==> src/rtl/vga_timing_gen.sv <==
// -----------------------------------------------------------------------------
// vga_timing_gen
// Raster timing generator for 640x480@60 Hz VGA driven by the 25 MHz pixel
// clock. It supplies the pixel coordinate and visible-area flag to the sprite
// ROM readers and the renderer, and sync pulses to the VGA/HDMI encoder. A
// short delay line on hs/vs/blank lets the encoder see sync and blank lined
// up with RGB that has gone through registered pipeline stages.
//
// Ports
//   vga_clk     in   1   pixel clock, all state on the rising edge
//   reset       in   1   asynchronous, active-high reset
//   DrawX       out  10  horizontal count, 0..H_TOTAL-1
//   DrawY       out  10  vertical count, 0..V_TOTAL-1
//   blank       out  1   1 = visible pixel, 0 = blanking interval
//   hs          out  1   horizontal sync, active low
//   vs          out  1   vertical sync, active low
//   frame_start out  1   high while (DrawX,DrawY) == (0,0)
//   line_start  out  1   high while DrawX == 0
//   frame_count out  8   frames started since reset, wraps 255 -> 0
//   hs_d        out  1   hs delayed PIPE_DELAY cycles
//   vs_d        out  1   vs delayed PIPE_DELAY cycles
//   blank_d     out  1   blank delayed PIPE_DELAY cycles
// -----------------------------------------------------------------------------
module vga_timing_gen #(
    parameter int H_VISIBLE  = 640,
    parameter int H_FRONT    = 16,
    parameter int H_SYNC     = 96,
    parameter int H_BACK     = 48,
    parameter int V_VISIBLE  = 480,
    parameter int V_FRONT    = 10,
    parameter int V_SYNC     = 2,
    parameter int V_BACK     = 33,
    parameter int PIPE_DELAY = 2
) (
    input  logic       vga_clk,
    input  logic       reset,
    output logic [9:0] DrawX,
    output logic [9:0] DrawY,
    output logic       blank,
    output logic       hs,
    output logic       vs,
    output logic       frame_start,
    output logic       line_start,
    output logic [7:0] frame_count,
    output logic       hs_d,
    output logic       vs_d,
    output logic       blank_d
);

    localparam int H_TOTAL  = H_VISIBLE + H_FRONT + H_SYNC + H_BACK;
    localparam int V_TOTAL  = V_VISIBLE + V_FRONT + V_SYNC + V_BACK;

    // Sync windows kept as 32-bit integers so an end boundary equal to 1024
    // does not alias to zero in a 10-bit compare.
    localparam int HS_START = H_VISIBLE + H_FRONT;
    localparam int HS_STOP  = H_VISIBLE + H_FRONT + H_SYNC;
    localparam int VS_START = V_VISIBLE + V_FRONT;
    localparam int VS_STOP  = V_VISIBLE + V_FRONT + V_SYNC;

    localparam logic [9:0] H_LAST = 10'(H_TOTAL - 1);
    localparam logic [9:0] V_LAST = 10'(V_TOTAL - 1);

    // Elaboration-time guard on the geometry: counters are 10 bits wide.
    if ((H_TOTAL > 1024) || (V_TOTAL > 1024) || (H_TOTAL < 2) || (V_TOTAL < 2)
        || (PIPE_DELAY < 0)) begin : g_bad_params
        $error("vga_timing_gen: H_TOTAL/V_TOTAL must lie in 2..1024 and PIPE_DELAY >= 0");
    end

    // Counter state and registered decodes
    logic [9:0] h_cnt_r;
    logic [9:0] v_cnt_r;
    logic       blank_r;
    logic       hs_r;
    logic       vs_r;
    logic       frame_start_r;
    logic       line_start_r;
    logic [7:0] frame_count_r;

    // Next-count values and the decodes computed from them
    logic       h_wrap_s;
    logic [9:0] h_next_s;
    logic [9:0] v_next_s;
    logic       blank_next_s;
    logic       hs_next_s;
    logic       vs_next_s;
    logic       frame_start_next_s;
    logic       line_start_next_s;

    // Next raster position: DrawX wraps each line, DrawY advances on that wrap.
    always_comb begin
        h_wrap_s = (h_cnt_r == H_LAST);
        if (h_wrap_s) begin
            h_next_s = 10'd0;
            if (v_cnt_r == V_LAST) begin
                v_next_s = 10'd0;
            end else begin
                v_next_s = v_cnt_r + 10'd1;
            end
        end else begin
            h_next_s = h_cnt_r + 10'd1;
            v_next_s = v_cnt_r;
        end
    end

    // Decode flags from the next position so that, once registered, they
    // describe exactly the coordinate presented on DrawX/DrawY.
    always_comb begin
        blank_next_s       = (int'(h_next_s) < H_VISIBLE) && (int'(v_next_s) < V_VISIBLE);
        hs_next_s          = !((int'(h_next_s) >= HS_START) && (int'(h_next_s) < HS_STOP));
        vs_next_s          = !((int'(v_next_s) >= VS_START) && (int'(v_next_s) < VS_STOP));
        line_start_next_s  = (h_next_s == 10'd0);
        frame_start_next_s = (h_next_s == 10'd0) && (v_next_s == 10'd0);
    end

    // Raster counters, registered decodes and the frame counter. Reset parks
    // the counters on the last pixel so the first edge lands on (0,0).
    always_ff @(posedge vga_clk or posedge reset) begin
        if (reset) begin
            h_cnt_r       <= H_LAST;
            v_cnt_r       <= V_LAST;
            blank_r       <= 1'b0;
            hs_r          <= 1'b1;
            vs_r          <= 1'b1;
            frame_start_r <= 1'b0;
            line_start_r  <= 1'b0;
            frame_count_r <= 8'd0;
        end else begin
            h_cnt_r       <= h_next_s;
            v_cnt_r       <= v_next_s;
            blank_r       <= blank_next_s;
            hs_r          <= hs_next_s;
            vs_r          <= vs_next_s;
            frame_start_r <= frame_start_next_s;
            line_start_r  <= line_start_next_s;
            if (frame_start_next_s) begin
                frame_count_r <= frame_count_r + 8'd1;
            end else begin
                frame_count_r <= frame_count_r;
            end
        end
    end

    assign DrawX       = h_cnt_r;
    assign DrawY       = v_cnt_r;
    assign blank       = blank_r;
    assign hs          = hs_r;
    assign vs          = vs_r;
    assign frame_start = frame_start_r;
    assign line_start  = line_start_r;
    assign frame_count = frame_count_r;

    if (PIPE_DELAY == 0) begin : g_no_pipe
        assign hs_d    = hs_r;
        assign vs_d    = vs_r;
        assign blank_d = blank_r;
    end else begin : g_pipe
        logic [PIPE_DELAY-1:0] hs_pipe_r;
        logic [PIPE_DELAY-1:0] vs_pipe_r;
        logic [PIPE_DELAY-1:0] blank_pipe_r;

        // Shift registers; stage 0 takes the live flag, the last stage drives
        // the output. Stages start at the inactive levels.
        always_ff @(posedge vga_clk or posedge reset) begin
            if (reset) begin
                hs_pipe_r    <= {PIPE_DELAY{1'b1}};
                vs_pipe_r    <= {PIPE_DELAY{1'b1}};
                blank_pipe_r <= {PIPE_DELAY{1'b0}};
            end else begin
                hs_pipe_r[0]    <= hs_r;
                vs_pipe_r[0]    <= vs_r;
                blank_pipe_r[0] <= blank_r;
                for (int i = 1; i < PIPE_DELAY; i++) begin
                    hs_pipe_r[i]    <= hs_pipe_r[i-1];
                    vs_pipe_r[i]    <= vs_pipe_r[i-1];
                    blank_pipe_r[i] <= blank_pipe_r[i-1];
                end
            end
        end

        assign hs_d    = hs_pipe_r[PIPE_DELAY-1];
        assign vs_d    = vs_pipe_r[PIPE_DELAY-1];
        assign blank_d = blank_pipe_r[PIPE_DELAY-1];
    end

endmodule
==> config.mk <==
export PLATFORM = sky130hd
export DESIGN_NAME = vga_timing_gen
export DESIGN_NICKNAME = d
export VERILOG_FILES = /design/src/rtl/vga_timing_gen.sv
export SDC_FILE = /design/constraint.sdc
export NUM_CORES = 1
export LEC_CHECK = 0
export ABC_AREA = 1
export BUFFER_PORTS_ARGS = -buffer_cell sky130_fd_sc_hd__buf_2
export CAP_MARGIN = 10
export CORE_MARGIN = 4
export CORE_UTILIZATION = 60
export CTS_BUF_LIST = sky130_fd_sc_hd__clkbuf_8
export CTS_CLUSTER_DIAMETER = 200
export DETAILED_ROUTE_END_ITERATION = 8
export PLACE_DENSITY = 0.94
export SYNTH_ARGS = -nofsm -noshare
export SYNTH_HDL_FRONTEND = slang
export SYNTH_SLANG_ARGS = --single-unit
export TNS_END_PERCENT = 10
==> constraint.sdc <==
create_clock -name vga_clk -period 6.3 [get_ports vga_clk]
set_input_delay 0.63 -clock vga_clk [delete_from_list [all_inputs] [get_ports vga_clk]]
set_output_delay 0.63 -clock vga_clk [all_outputs]
set_load 0.1 [all_outputs]
==> summary.md, run 1 <==
| Metric | Value |
|---|---|
| Outcome | `complete, no violations` |
| CP startpoint kind | `flop` |
| Initial antenna violation count | `0` |
| CP required | `6.49 ns` |
| GRT met3 Usage | `4.11%` |
| Total CTS buffers | `5` |
| Fillers | `241` |
| Core area | `3420 sq um` |
| Fin crit share | `38.1%` |
| Largest family of logic cells by synthesized area | `simple AND/OR/NAND/NOR gates` |
| Post-synthesis sequential element count | `39` |
| CP dominant cell by count | `nand2_1` |
| Vias | `1940` |
| Post-synth cell types | `26` |
| P_sw | `92.5 uW` |
| Pre-Repair DR Iteration Count | `5` |
| YS warnings | `0` |
| Critical path class | `flop to flop` |
| Reg power frac | `54.3%` |
| Yosys top cell by area | `dfrtp_1` |
| Worst hold path depth | `0` |
| Reg-to-Reg Start | `DrawX[0]$_DFF_PP1_` |
| GP Congestion | `0.894` |
| Worst Hold Class | `flop to flop` |
| Worst slew pin tran | `0.491 ns` |
| CP peak stage delay | `0.57 ns` |
| Post-CTS setup buffer count | `0` |
| Mapped Nets | `275` |
| Simple-Gate Fraction of Synth Area | `38.9%` |
| Nets | `320` |
| Io pins | `38` |
| Wirelength per Cell | `13.0 um` |
| Largest net degree at the start of global routing | `40` |
| Mux cell area share after synthesis | `0%` |
| Compound-Gate Fraction of Synth Area | `2.08%` |
| Sw Share | `20.0%` |
| Largest delay share family, worst path | `simple AND/OR/NAND/NOR gates` |
| Placed cells | `353` |
| Drt via density | `5.37` |
| PortBufs | `37` |
| Post-CTS Hold Buffers | `0` |
| Area of the multi-input gates | `997 sq um` |
| Logic pwr share | `1.1%` |
| Slew Limit Headroom | `67.5%` |
| First-pass GRT wire length | `7700 um` |
| Post-Synth XOR/XNOR Area | `2.84%` |
| Clock Tree Buf Depth | `2` |
| Worst-skew pair later-pin latency | `0.30 ns` |
| R2R Path End | `frame_count[6]$_DFFE_PP0P_` |
| Final Non-Filler Cells | `361` |
| Area Growth Syn to Fin | `16.8%` |
| Tot GR Track Use | `22.3%` |
| Busiest grt layer | `met2` |
| Worst-path cell chain | `ha_1 -> nand4_1 -> nor2_2 -> nand2_1 -> xor2_1 -> nand2_1 -> nor2_4 -> nand3_4 -> nand2_1 -> nand2_1` |
| Setup violators final | `0` |
| DRT antenna net count | `0` |
| Crit end category | `flop` |
| CTS clk-pin slew, worst paths | `0.07 ns` |
| Row count | `21` |
| Final slew viol count | `0` |
| H-tree Lvls | `2` |
| R2R Setup Slk | `3.90 ns` |
| Hold Violations, Final | `0` |
| Max Cap Viol | `0` |
| Synthesized-area fraction occupied by adder cells | `2.31%` |
| Area share of the largest cell type after synthesis | `26.6%` |
| Top cells by area, synth | `dfrtp_1, dfstp_2, nand2_1, inv_1, nand4_1` |
| Leak | `0.00144 uW` |
| Final clock skew | `0.00601 ns` |
| Mapped Area | `2160 sq um` |
| Die span in x | `68.0 um` |
| Max frequency | `0.417 GHz` |
| Worst path buffer plus inverter count | `0` |
| Setup TNS | `0 ns` |
| Final instance area | `2520 sq um` |
| P per Cell Area | `183 nW/um^2` |
| Crit-path slowest cell | `dfstp_2` |
| Met2 usage in global routing | `37.1%` |
| Clock group share of total power | `44.6%` |
| RSZ-0062 raised after global routing | `false` |
| Register area | `996 sq um` |
| CTS tree | `yes` |
| CTS resizes | `0` |
| Die height | `68.0 um` |
| Syn Area/Cell | `8.04 sq um` |
| Met1 Track Usage GR | `28.0%` |
| Grt total ovfl | `0` |
| Syn Inst Count | `269` |
| P_int | `369 uW` |
| Share of layout cells above drive strength 1 | `26.0%` |
| Min Tclk post-route | `2.40 ns` |
| Die area | `4630 sq um` |
| Crit-path max FO | `10` |
| Placed Area | `2410 sq um` |
| VDD IR max | `0.180 mV` |
| # clock sinks | `39` |
| Vias in the first global route | `1719` |
| Ant diodes | `0` |
| DRC violations left | `0` |
| Clock Tree Root | `clkbuf_8` |
| Initial Util | `63.3%` |
| Min-Delay Startpoint | `g_pipe.blank_pipe_r[0]$_DFF_PP0_` |
| Hold EP | `g_pipe.blank_pipe_r[1]$_DFF_PP0_` |
| Register-to-Register Path Depth | `10` |
| WL final | `4700 um` |
| Dpl hpwl | `3410 um` |
| Seq/Total Area, Yosys | `46.1%` |
| CP arrival | `2.59 ns` |
| DR iter-0 viols | `149` |
-- worst max-delay path by stage --
stage / start / to / slack, ns / cells past startpoint
floorplan: DrawX[0]$_DFF_PP1_ / frame_count[3]$_DFFE_PP0P_ / 3.79 / 10
CTS: DrawX[0]$_DFF_PP1_ / frame_count[0]$_DFFE_PP0P_ / 3.93 / 10
finish: DrawX[0]$_DFF_PP1_ / frame_count[6]$_DFFE_PP0P_ / 3.90 / 10
global placement: DrawX[0]$_DFF_PP1_ / frame_count[3]$_DFFE_PP0P_ / 4.13 / 10
global route: DrawX[0]$_DFF_PP1_ / frame_count[6]$_DFFE_PP0P_ / 3.68 / 10
detailed placement: DrawX[0]$_DFF_PP1_ / frame_count[0]$_DFFE_PP0P_ / 3.98 / 10
-- sequential cells by signal (all words and copies together), names as in the netlist --
name                 count
DrawX                   10
DrawY                   10
frame_count              8
g_pipe.blank_pipe_r      2
g_pipe.hs_pipe_r         2
g_pipe.vs_pipe_r         2
blank                    1
frame_start              1
hs                       1
line_start               1
vs                       1
-- Yosys cell counts --
cell	n
nand4_1	18
ha_1	4
o21ai_0	3
inv_2	2
and3_2	1
nor2_2	3
nand3_1	21
a31oi_1	1
nor2_8	2
o21bai_1	2
dfrtp_1	23
nand3_4	2
o2111ai_1	1
nor2_4	3
dfstp_2	16
nand2_1	84
nor3b_1	1
nor2_1	19
xnor2_1	3
or2_0	1
nor3_1	5
nand3_2	1
nand2_4	3
inv_1	43
nand2_2	3
xor2_1	4
-- layer usage --
| metal | vias to the layer above | routed length, um |
|---|---|---|
| li1 | 947 | - |
| met1 | 891 | 2000 |
| met2 | 84 | 2310 |
| met3 | 18 | 276 |
| met4 | 0 | 115 |
| met5 | - | 0 |
-- stage by stage --
stage | hold WS (ns) | power [uW] | util (%) | setup WS (ns)
global route | 0.366 | 476 | 73.9 | 3.68
detailed placement | 0.342 | 261 | 70.6 | 3.98
floorplan | 0.331 | 259 | - | 3.79
CTS | 0.358 | 465 | 73.9 | 3.93
finish | 0.356 | 462 | 73.9 | 3.90
global placement | 0.332 | 261 | 70.6 | 4.13
-- layout make-up --
| cell class | count | area share, % |
|---|---|---|
| tap | 46 | 2.28 |
| sequential | 39 | 39.4 |
| inverter | 45 | 6.69 |
| clock inverter | 3 | 1.73 |
| clock buffer | 5 | 2.73 |
| timing repair buffer | 38 | 7.63 |
| multi-input combinational | 185 | 39.5 |
-- worst register-to-register path: stages (launching register included) --
cell and delay, ns:
dfstp_2 0.57, ha_1 0.22, nand4_1 0.16, nor2_2 0.30
nand2_1 0.12, xor2_1 0.24, nand2_1 0.13, nor2_4 0.24
nand3_4 0.16, nand2_1 0.10, nand2_1 0.05
-- cells by family after synthesis --
kind of cell | Yosys count
compound gates | 7
xor+xnor | 7
fa+ha+maj | 4
buf+inv | 45
flops | 39
simple gates | 167
-- power groups by stage --
stage | clock network [uW] | logic [uW] | registers, uW
4_1_cts | 208 | 5.61 | 251
2_1_floorplan | 0 | 3.59 | 255
3_3_place_gp | 0 | 5.59 | 255
3_5_place_dp | 0 | 5.66 | 255
5_1_grt | 219 | 6.30 | 251
6_report | 206 | 5.29 | 251
-- cells in the final DEF (no fill, tap or decap), types with 3 or more instances in the layout --
| cell type | count |
|---|---|
| nand2_1 | 84 |
| inv_1 | 43 |
| buf_2 | 37 |
| dfrtp_1 | 23 |
| nand3_1 | 21 |
| nor2_1 | 19 |
| nand4_1 | 18 |
| dfstp_2 | 16 |
| nor3_1 | 5 |
| clkbuf_8 | 5 |
| xor2_1 | 4 |
| ha_1 | 4 |
| nor2_4 | 3 |
| nor2_2 | 3 |
| nand2_2 | 3 |
| nand2_4 | 3 |
| o21ai_0 | 3 |
| xnor2_1 | 3 |
Note: power is estimated with default switching activity, not from simulation.
==> inputs of run 2 (changes only) <==
--- a/config.mk
+++ b/config.mk
@@ -5,15 +5,15 @@
 export SDC_FILE = /design/constraint.sdc
 export NUM_CORES = 1
 export LEC_CHECK = 0
-export ABC_AREA = 1
+export ABC_AREA = 0
 export BUFFER_PORTS_ARGS = -buffer_cell sky130_fd_sc_hd__buf_2
 export CAP_MARGIN = 10
 export CORE_MARGIN = 4
-export CORE_UTILIZATION = 60
+export CORE_UTILIZATION = 52
 export CTS_BUF_LIST = sky130_fd_sc_hd__clkbuf_8
 export CTS_CLUSTER_DIAMETER = 200
 export DETAILED_ROUTE_END_ITERATION = 8
-export PLACE_DENSITY = 0.94
+export PLACE_DENSITY = 0.87
 export SYNTH_ARGS = -nofsm -noshare
 export SYNTH_HDL_FRONTEND = slang
 export SYNTH_SLANG_ARGS = --single-unit
==> constraint.sdc (replaced) <==
create_clock -name vga_clk -period 2 [get_ports vga_clk]
set_input_delay 0.2 -clock vga_clk [delete_from_list [all_inputs] [get_ports vga_clk]]
set_output_delay 0.2 -clock vga_clk [all_outputs]
set_load 0.1 [all_outputs]
==> run 2 against run 1 <==
The flow now finishes with violations (setup timing). Final cell count fell by 3.6%. Clock skew is 0.015 ns higher. Design area grew 29%. Global-route usage increased by 3.4 points. Count of clock-buffer cells in the layout unchanged. Setup slack got worse by 4.5 ns. Largest cell class unchanged.
==> summary.md, run 2 <==
| Metric | Value |
|---|---|
| Commonest non-fill, non-tap cell in the layout | `buf_4` |
| Fin crit share | `132% (+94 points)` |
| Initial antenna violation count | `0 (unchanged)` |
| Post-synthesis sequential element count | `39 (unchanged)` |
| Crit-path max FO | `6 (-4)` |
| Worst slew pin tran | `0.504 ns (+0.0128 ns)` |
| H-tree Lvls | `2 (unchanged)` |
| Row count | `22 (+4.8%)` |
| Post-synth cell types | `55 (+110%)` |
| Critical path class | `flop to flop` |
| Most frequent cells in the layout | `buf_4, buf_2, dfrtp_1` |
| Grt total ovfl | `0 (unchanged)` |
| CTS tree | `yes` |
| Worst Slack Setup Final | `-0.636 ns (-4.54 ns)` |
| Commonest cells in the netlist | `dfrtp_1, dfstp_2, nand2_1, nand3_1, xor2_1` |
| Top cells by area, synth | `dfrtp_1, dfstp_2, xor2_1, nand3_1, xnor2_1` |
| Final clock skew | `0.0208 ns (+0.0148 ns)` |
| Syn Area/Cell | `11.1 sq um (+38%)` |
| Wirelength per Cell | `21.2 um (+63%)` |
| Fillers | `180 (-25%)` |
| R2R Path End | `frame_count[2]$_DFFE_PP0P_` |
| Hold Violations, Final | `0 (unchanged)` |
| Register-to-Register Path Depth | `9 (-1)` |
| WL final | `7390 um (+57%)` |
| Area of the multi-input gates | `1270 sq um (+28%)` |
| Max frequency | `0.379 GHz (-9.0%)` |
| Nets | `305 (-4.7%)` |
| Vias | `2150 (+11%)` |
| Count leader, synth | `dfrtp_1` |
| Share of layout cells above drive strength 1 | `61.3% (+35 points)` |
| CP required | `2.20 ns (-4.29 ns)` |
| Total CTS buffers | `5 (unchanged)` |
| Largest delay share family, worst path | `simple AND/OR/NAND/NOR gates` |
| RSZ-0062 raised after global routing | `true` |
| Mapped Area | `2100 sq um (-2.7%)` |
| Number of flops mapped to enable cells by yosys | `0 (unchanged)` |
| Post-CTS Hold Buffers | `0 (unchanged)` |
| Crit end category | `flop` |
| Min Tclk post-route | `2.64 ns (+0.238 ns)` |
| DRT antenna net count | `0 (unchanged)` |
| Initial Util | `55.8% (-7.5 points)` |
| VDD IR max | `0.295 mV (+64%)` |
| Vias in the first global route | `2023 (+18%)` |
| Syn Inst Count | `190 (-29%)` |
| Final slew viol count | `0 (unchanged)` |
| Final Non-Filler Cells | `348 (-3.6%)` |
| Mapped Nets | `196 (-29%)` |
| DRC violations left | `0 (unchanged)` |
| Register area | `1030 sq um (+3.1%)` |
| CP peak stage delay | `0.64 ns (+0.07 ns)` |
| CP startpoint kind | `flop` |
| Die area | `5130 sq um (+11%)` |
| Pre-Repair DR Iteration Count | `5 (unchanged)` |
| Main synth FF type | `dfrtp_1` |
| Worst Hold Class | `primary input to async pin` |
| Area Growth Syn to Fin | `54.3%` |
| DR iter-0 viols | `204 (+37%)` |
| CP dominant cell by count | `nor3_2` |
| Worst-path cell chain | `ha_4 -> nand4_4 -> o41ai_2 -> mux2i_1 -> nor3_2 -> nand4b_4 -> buf_12 -> nor3_2 -> xor2_1` |
| Setup violators final | `17 (+17)` |
| Reg-to-Reg Start | `DrawX[0]$_DFF_PP1_` |
| Worst-skew pair later-pin latency | `0.31 ns (about the same)` |
| Core area | `3770 sq um (+10%)` |
| Clock Tree Buf Depth | `2 (unchanged)` |
| Placed cells | `333 (-5.7%)` |
| Max Cap Viol | `0 (unchanged)` |
| Seq/Total Area, Yosys | `47.4% (+1.3 points)` |
| Die height | `71.6 um (+5.2%)` |
| Failing checks | `setup timing` |
| Dpl hpwl | `4070 um (+19%)` |
| PortBufs | `37 (unchanged)` |
| Area share of the largest cell type after synthesis | `27.4% (+0.74 points)` |
| Worst path buffer plus inverter count | `1 (+1)` |
| Total power draw | `1320 uW (+190%)` |
| Yosys top cell by area | `dfrtp_1` |
| Placed Area | `2880 sq um (+19%)` |
| Io pins | `38 (unchanged)` |
| Outcome | `complete, but fails checks` |
| CTS clk-pin slew, worst paths | `0.09 ns (+0.02 ns)` |
| Tot GR Track Use | `25.7% (+3.4 points)` |
| Clock Tree Root | `clkbuf_8` |
| YS warnings | `0 (unchanged)` |
| P per Cell Area | `408 nW/um^2 (+120%)` |
| Largest net degree at the start of global routing | `40 (unchanged)` |
| Ant diodes | `0 (unchanged)` |
| Final instance area | `3250 sq um (+29%)` |
| Leak | `0.00155 uW (+7.2%)` |
| Drt via density | `6.18 (+15%)` |
| Die span in x | `71.6 um (+5.2%)` |
| # clock sinks | `39 (unchanged)` |
| First-pass GRT wire length | `10200 um (+33%)` |
| Slew Limit Headroom | `66.6% (-0.85 points)` |
| Async SR Flop Fraction | `100% (unchanged)` |
| GP Congestion | `0.842 (-5.8%)` |
| R2R Setup Slk | `-0.64 ns (-4.54 ns)` |
| Crit-path slowest cell | `dfstp_4` |
| CP arrival | `2.84 ns (+0.25 ns)` |
[run 2: power breakdown]
part | switching, uW | internal (uW)
logic | 15.1 | 2.12
clock network | 282 | 235
registers | 0 | 789
total | 297 | 1030
[run 2: kinds of logic after synthesis]
kind of cell | count (synthesis) | synth area share, %
DFF | 39 | 47.4
adders and majority gates | 4 | 2.38
and+or+nand+nor | 82 | 27.7
AOI/OAI and AO/OA | 27 | 9.64
muxes | 2 | 1.01
xor gates and xnor gates | 21 | 8.74
buffers and inverters | 15 | 3.15
[run 2: per-layer routing]
metal	global-route usage, %	wire length (um)
met5	0	0
met1	31.9	2790
met3	6.59	711
met4	8.77	206
met2	43.5	3680
[run 2: final cells by class]
type | instances | share of cell area, %
clock buffers | 5 | 2.12
flip-flops and latches | 39 | 31.7
repair buffers | 109 | 23.8
multi-input cells | 136 | 39.2
clock inverters | 3 | 0.386
inverters | 8 | 1.00
well taps | 48 | 1.85
[run 2: worst min-delay path, stage by stage]
cell and delay [ns]:
buf_2 0.09, inv_1 0.04, buf_4 0.42
[run 2: metrics by stage]
| stage | hold slack [ns] | utilization [%] | setup slack, ns | setup TNS (ns) |
|---|---|---|---|---|
| 2_1_floorplan | 0.331 | - | -0.828 | -8.78 |
| 3_3_place_gp | 0.331 | 76.4 | -0.551 | -5.33 |
| 3_5_place_dp | 0.335 | 76.4 | -0.641 | -6.90 |
| 4_1_cts | 0.0297 | 82.9 | -0.482 | -5.06 |
| 5_1_grt | 0.0562 | 86.1 | -0.735 | -8.56 |
| 6_report | 0.00335 | 86.1 | -0.636 | -6.88 |
[run 2: how the worst max path moves through the flow]
stage	endpoint	startpoint	slack, ns	depth (start not counted)
floorplan	frame_count[1]$_DFFE_PP0P_	DrawX[9]$_DFF_PP1_	-0.83	7
global placement	frame_count[1]$_DFFE_PP0P_	DrawX[9]$_DFF_PP1_	-0.55	7
detailed placement	frame_count[1]$_DFFE_PP0P_	DrawX[9]$_DFF_PP1_	-0.64	7
CTS	frame_count[1]$_DFFE_PP0P_	DrawX[9]$_DFF_PP1_	-0.48	9
global route	frame_count[4]$_DFFE_PP0P_	DrawX[0]$_DFF_PP1_	-0.74	9
finish	frame_count[2]$_DFFE_PP0P_	DrawX[0]$_DFF_PP1_	-0.64	9
[run 2: repair_timing]
action,CTS,global route
setup buffers,5,2
pin swaps,16,21
resized for setup,24,18
endpoints found under the setup margin,20,20
==> inputs of run 3 (changes only) <==
--- a/config.mk
+++ b/config.mk
@@ -9,11 +9,11 @@
 export BUFFER_PORTS_ARGS = -buffer_cell sky130_fd_sc_hd__buf_2
 export CAP_MARGIN = 10
 export CORE_MARGIN = 4
-export CORE_UTILIZATION = 52
+export CORE_UTILIZATION = 51
 export CTS_BUF_LIST = sky130_fd_sc_hd__clkbuf_8
 export CTS_CLUSTER_DIAMETER = 200
 export DETAILED_ROUTE_END_ITERATION = 8
-export PLACE_DENSITY = 0.87
+export PLACE_DENSITY = 0.86
 export SYNTH_ARGS = -nofsm -noshare
 export SYNTH_HDL_FRONTEND = slang
 export SYNTH_SLANG_ARGS = --single-unit
==> run 3 against run 2 <==
The flow still finishes with violations (setup timing). Maximum frequency increased by 1.5%. First-iteration DRC count decreased by 16%. Final cell count increased by 1.4%. Via count decreased by 1.1%. Sequential share of layout area unchanged. Hold slack improved by 0.012 ns. Count of clock-buffer cells in the layout unchanged. Global-route usage increased by 0.27 points. Setup slack improved by 0.038 ns. Critical path depth unchanged. Clock skew decreased by 0.011 ns. Highest routed layer unchanged.
==> summary.md, run 3 (synthesized netlist as in run 2, its figures left out) <==
| Metric | Value |
|---|---|
| Post-place setup slack | `-0.552 ns (+0.0893 ns)` |
| Placed Area | `2870 sq um (-0.35%)` |
| Crit end category | `flop` |
| Ant diodes | `0 (unchanged)` |
| DRC violations left | `0 (unchanged)` |
| Final Non-Filler Cells | `353 (+1.4%)` |
| Dpl hpwl | `4070 um (about the same)` |
| DR iter-0 viols | `172 (-16%)` |
| CTS tree | `yes` |
| Max frequency | `0.385 GHz (+1.5%)` |
| Nets | `308 (+0.98%)` |
| Grt total ovfl | `0 (unchanged)` |
| Commonest non-fill, non-tap cell in the layout | `buf_4` |
| Critical path class | `flop to flop` |
| P per Cell Area | `409 nW/um^2 (+0.36%)` |
| CP required | `2.20 ns (about the same)` |
| Wirelength per Cell | `20.3 um (-4.4%)` |
| Pre-Repair DR Iteration Count | `5 (unchanged)` |
| CTS clk-pin slew, worst paths | `0.08 ns (about the same)` |
| Die area | `5220 sq um (+1.7%)` |
| Most frequent cells in the layout | `buf_4, buf_2, dfrtp_1` |
| Area Growth Syn to Fin | `54.3% (unchanged)` |
| # clock sinks | `39 (unchanged)` |
| Vias in the first global route | `2191 (+8.3%)` |
| Placed cells | `335 (+0.60%)` |
| Worst Slack Setup Final | `-0.597 ns (+0.0384 ns)` |
| CP startpoint kind | `flop` |
| Clock Tree Root | `clkbuf_8` |
| DRT antenna net count | `0 (unchanged)` |
| Fin crit share | `130% (-1.9 points)` |
| Stages on the worst setup path | `9 (unchanged)` |
| Setup violators final | `19 (+2)` |
| Vias | `2127 (-1.1%)` |
| Row count | `23 (+4.5%)` |
| GP Congestion | `0.943 (+12%)` |
| Final slew viol count | `0 (unchanged)` |
| Max Cap Viol | `0 (unchanged)` |
| Drt via density | `6.03 (-2.5%)` |
| Initial antenna violation count | `0 (unchanged)` |
| Worst slew pin tran | `0.496 ns (-0.00818 ns)` |
| Tot GR Track Use | `26.0% (+0.27 points)` |
| Io pins | `38 (unchanged)` |
| Outcome | `complete, but fails checks` |
| Reg-to-Reg Start | `DrawX[1]$_DFF_PP1_` |
| WL final | `7170 um (-3.0%)` |
| Crit-path max FO | `3 (-3)` |
| Die span in x | `72.2 um (+0.87%)` |
| Worst path buffer plus inverter count | `1 (unchanged)` |
| Slew Limit Headroom | `66.6% (about the same)` |
| Worst-path cell chain | `ha_4 -> and4_2 -> nand3_4 -> a211o_1 -> a31oi_4 -> nand4b_4 -> buf_6 -> nor3_4 -> xor2_1` |
| Initial Util | `52.6% (-3.2 points)` |
| Worst setup path startpoint | `DrawX[1]$_DFF_PP1_` |
| Worst Hold Class | `primary input to async pin` |
| Failing checks | `setup timing` |
| Final Util | `81.1% (-4.9 points)` |
| VDD IR max | `0.395 mV (+34%)` |
| Share of layout cells above drive strength 1 | `61.7% (+0.38 points)` |
| H-tree Lvls | `2 (unchanged)` |
| Worst-skew pair later-pin latency | `0.29 ns (-0.02 ns)` |
| First-pass GRT wire length | `10500 um (+2.6%)` |
| Min Tclk post-route | `2.60 ns (-0.0384 ns)` |
| CP peak stage delay | `0.64 ns (about the same)` |
| CP arrival | `2.79 ns (-0.05 ns)` |
| Register-to-Register Path Depth | `9 (unchanged)` |
| Largest delay share family, worst path | `simple AND/OR/NAND/NOR gates` |
| Clock Tree Buf Depth | `2 (unchanged)` |
| R2R Setup Slk | `-0.60 ns (+0.04 ns)` |
| Post-CTS Hold Buffers | `0 (unchanged)` |
| RSZ-0062 raised after global routing | `true` |
| Crit-path slowest cell | `dfstp_4` |
| Hold Violations, Final | `0 (unchanged)` |
| Total CTS buffers | `5 (unchanged)` |
| Largest net degree at the start of global routing | `40 (unchanged)` |
| Core area | `4000 sq um (+6.1%)` |
| Leak | `0.00155 uW (+0.27%)` |
| Final instance area | `3250 sq um (unchanged)` |
| PortBufs | `37 (unchanged)` |
| Final clock skew | `0.0101 ns (-0.0107 ns)` |
| Die height | `72.2 um (+0.87%)` |
==> run 3: cell count changes in the layout (fill, tap and decap cells not counted), sizes merged <==
cell  previous run  this run
buf            109       112
==> run 3: area by class of cell <==
cell class	count	area (sq um)
multi-input combinational	136	1260
sequential	39	1030
timing repair buffer	112	782
fill	220	754
clock buffer	5	68.8
tap	50	62.6
inverter	8	30.0
clock inverter	3	12.5
==> run 3: per-stage QoR <==
stage	TNS [ns]	total power [uW]	hold slack, ns
2_1_floorplan	-8.78	814	0.331
3_3_place_gp	-5.56	821	0.333
3_5_place_dp	-6.15	821	0.340
4_1_cts	-5.67	1320	0.0311
5_1_grt	-8.63	1370	0.0653
6_report	-6.90	1330	0.0153
==> run 3: timing repair <==
| item | 4_1_cts | 5_1_grt |
|---|---|---|
| buffers inserted | 8 | 2 |
| endpoints found under the setup margin | 18 | 20 |
| pin swaps | 14 | 5 |
| resized for setup | 17 | 26 |
==> run 3: worst register-to-register path, stage by stage (launching register included) <==
cell and delay [ns]:
dfstp_4 0.64, ha_4 0.16, and4_2 0.27, nand3_4 0.13
a211o_1 0.35, a31oi_4 0.20, nand4b_4 0.17, buf_6 0.18
nor3_4 0.15, xor2_1 0.25
==> run 3: worst paths after layout <==
check                                                   endpoint
worst max register to register        frame_count[2]$_DFFE_PP0P_
min in group vga_clk            g_pipe.blank_pipe_r[1]$_DFF_PP0_
worst max-delay path                  frame_count[2]$_DFFE_PP0P_
max in group asynchronous                     DrawY[5]$_DFF_PP0_
worst min register to register  g_pipe.blank_pipe_r[1]$_DFF_PP0_
worst min-delay path                  frame_count[2]$_DFFE_PP0P_
==> run 3: power breakdown <==
group,internal (uW),switching (uW)
logic,2.12,15.4
clock network,235,286
registers,789,0
total,1030,302
==> run 3: layer usage <==
layer / GRT usage (%) / vias up / part of all wire, %
met5: 0 / - / 0
met3: 4.99 / 36 / 7.3
met1: 32.3 / 1047 / 39
met4: 10.2 / 0 / 4.2
li1: - / 920 / -
met2: 44.4 / 124 / 50
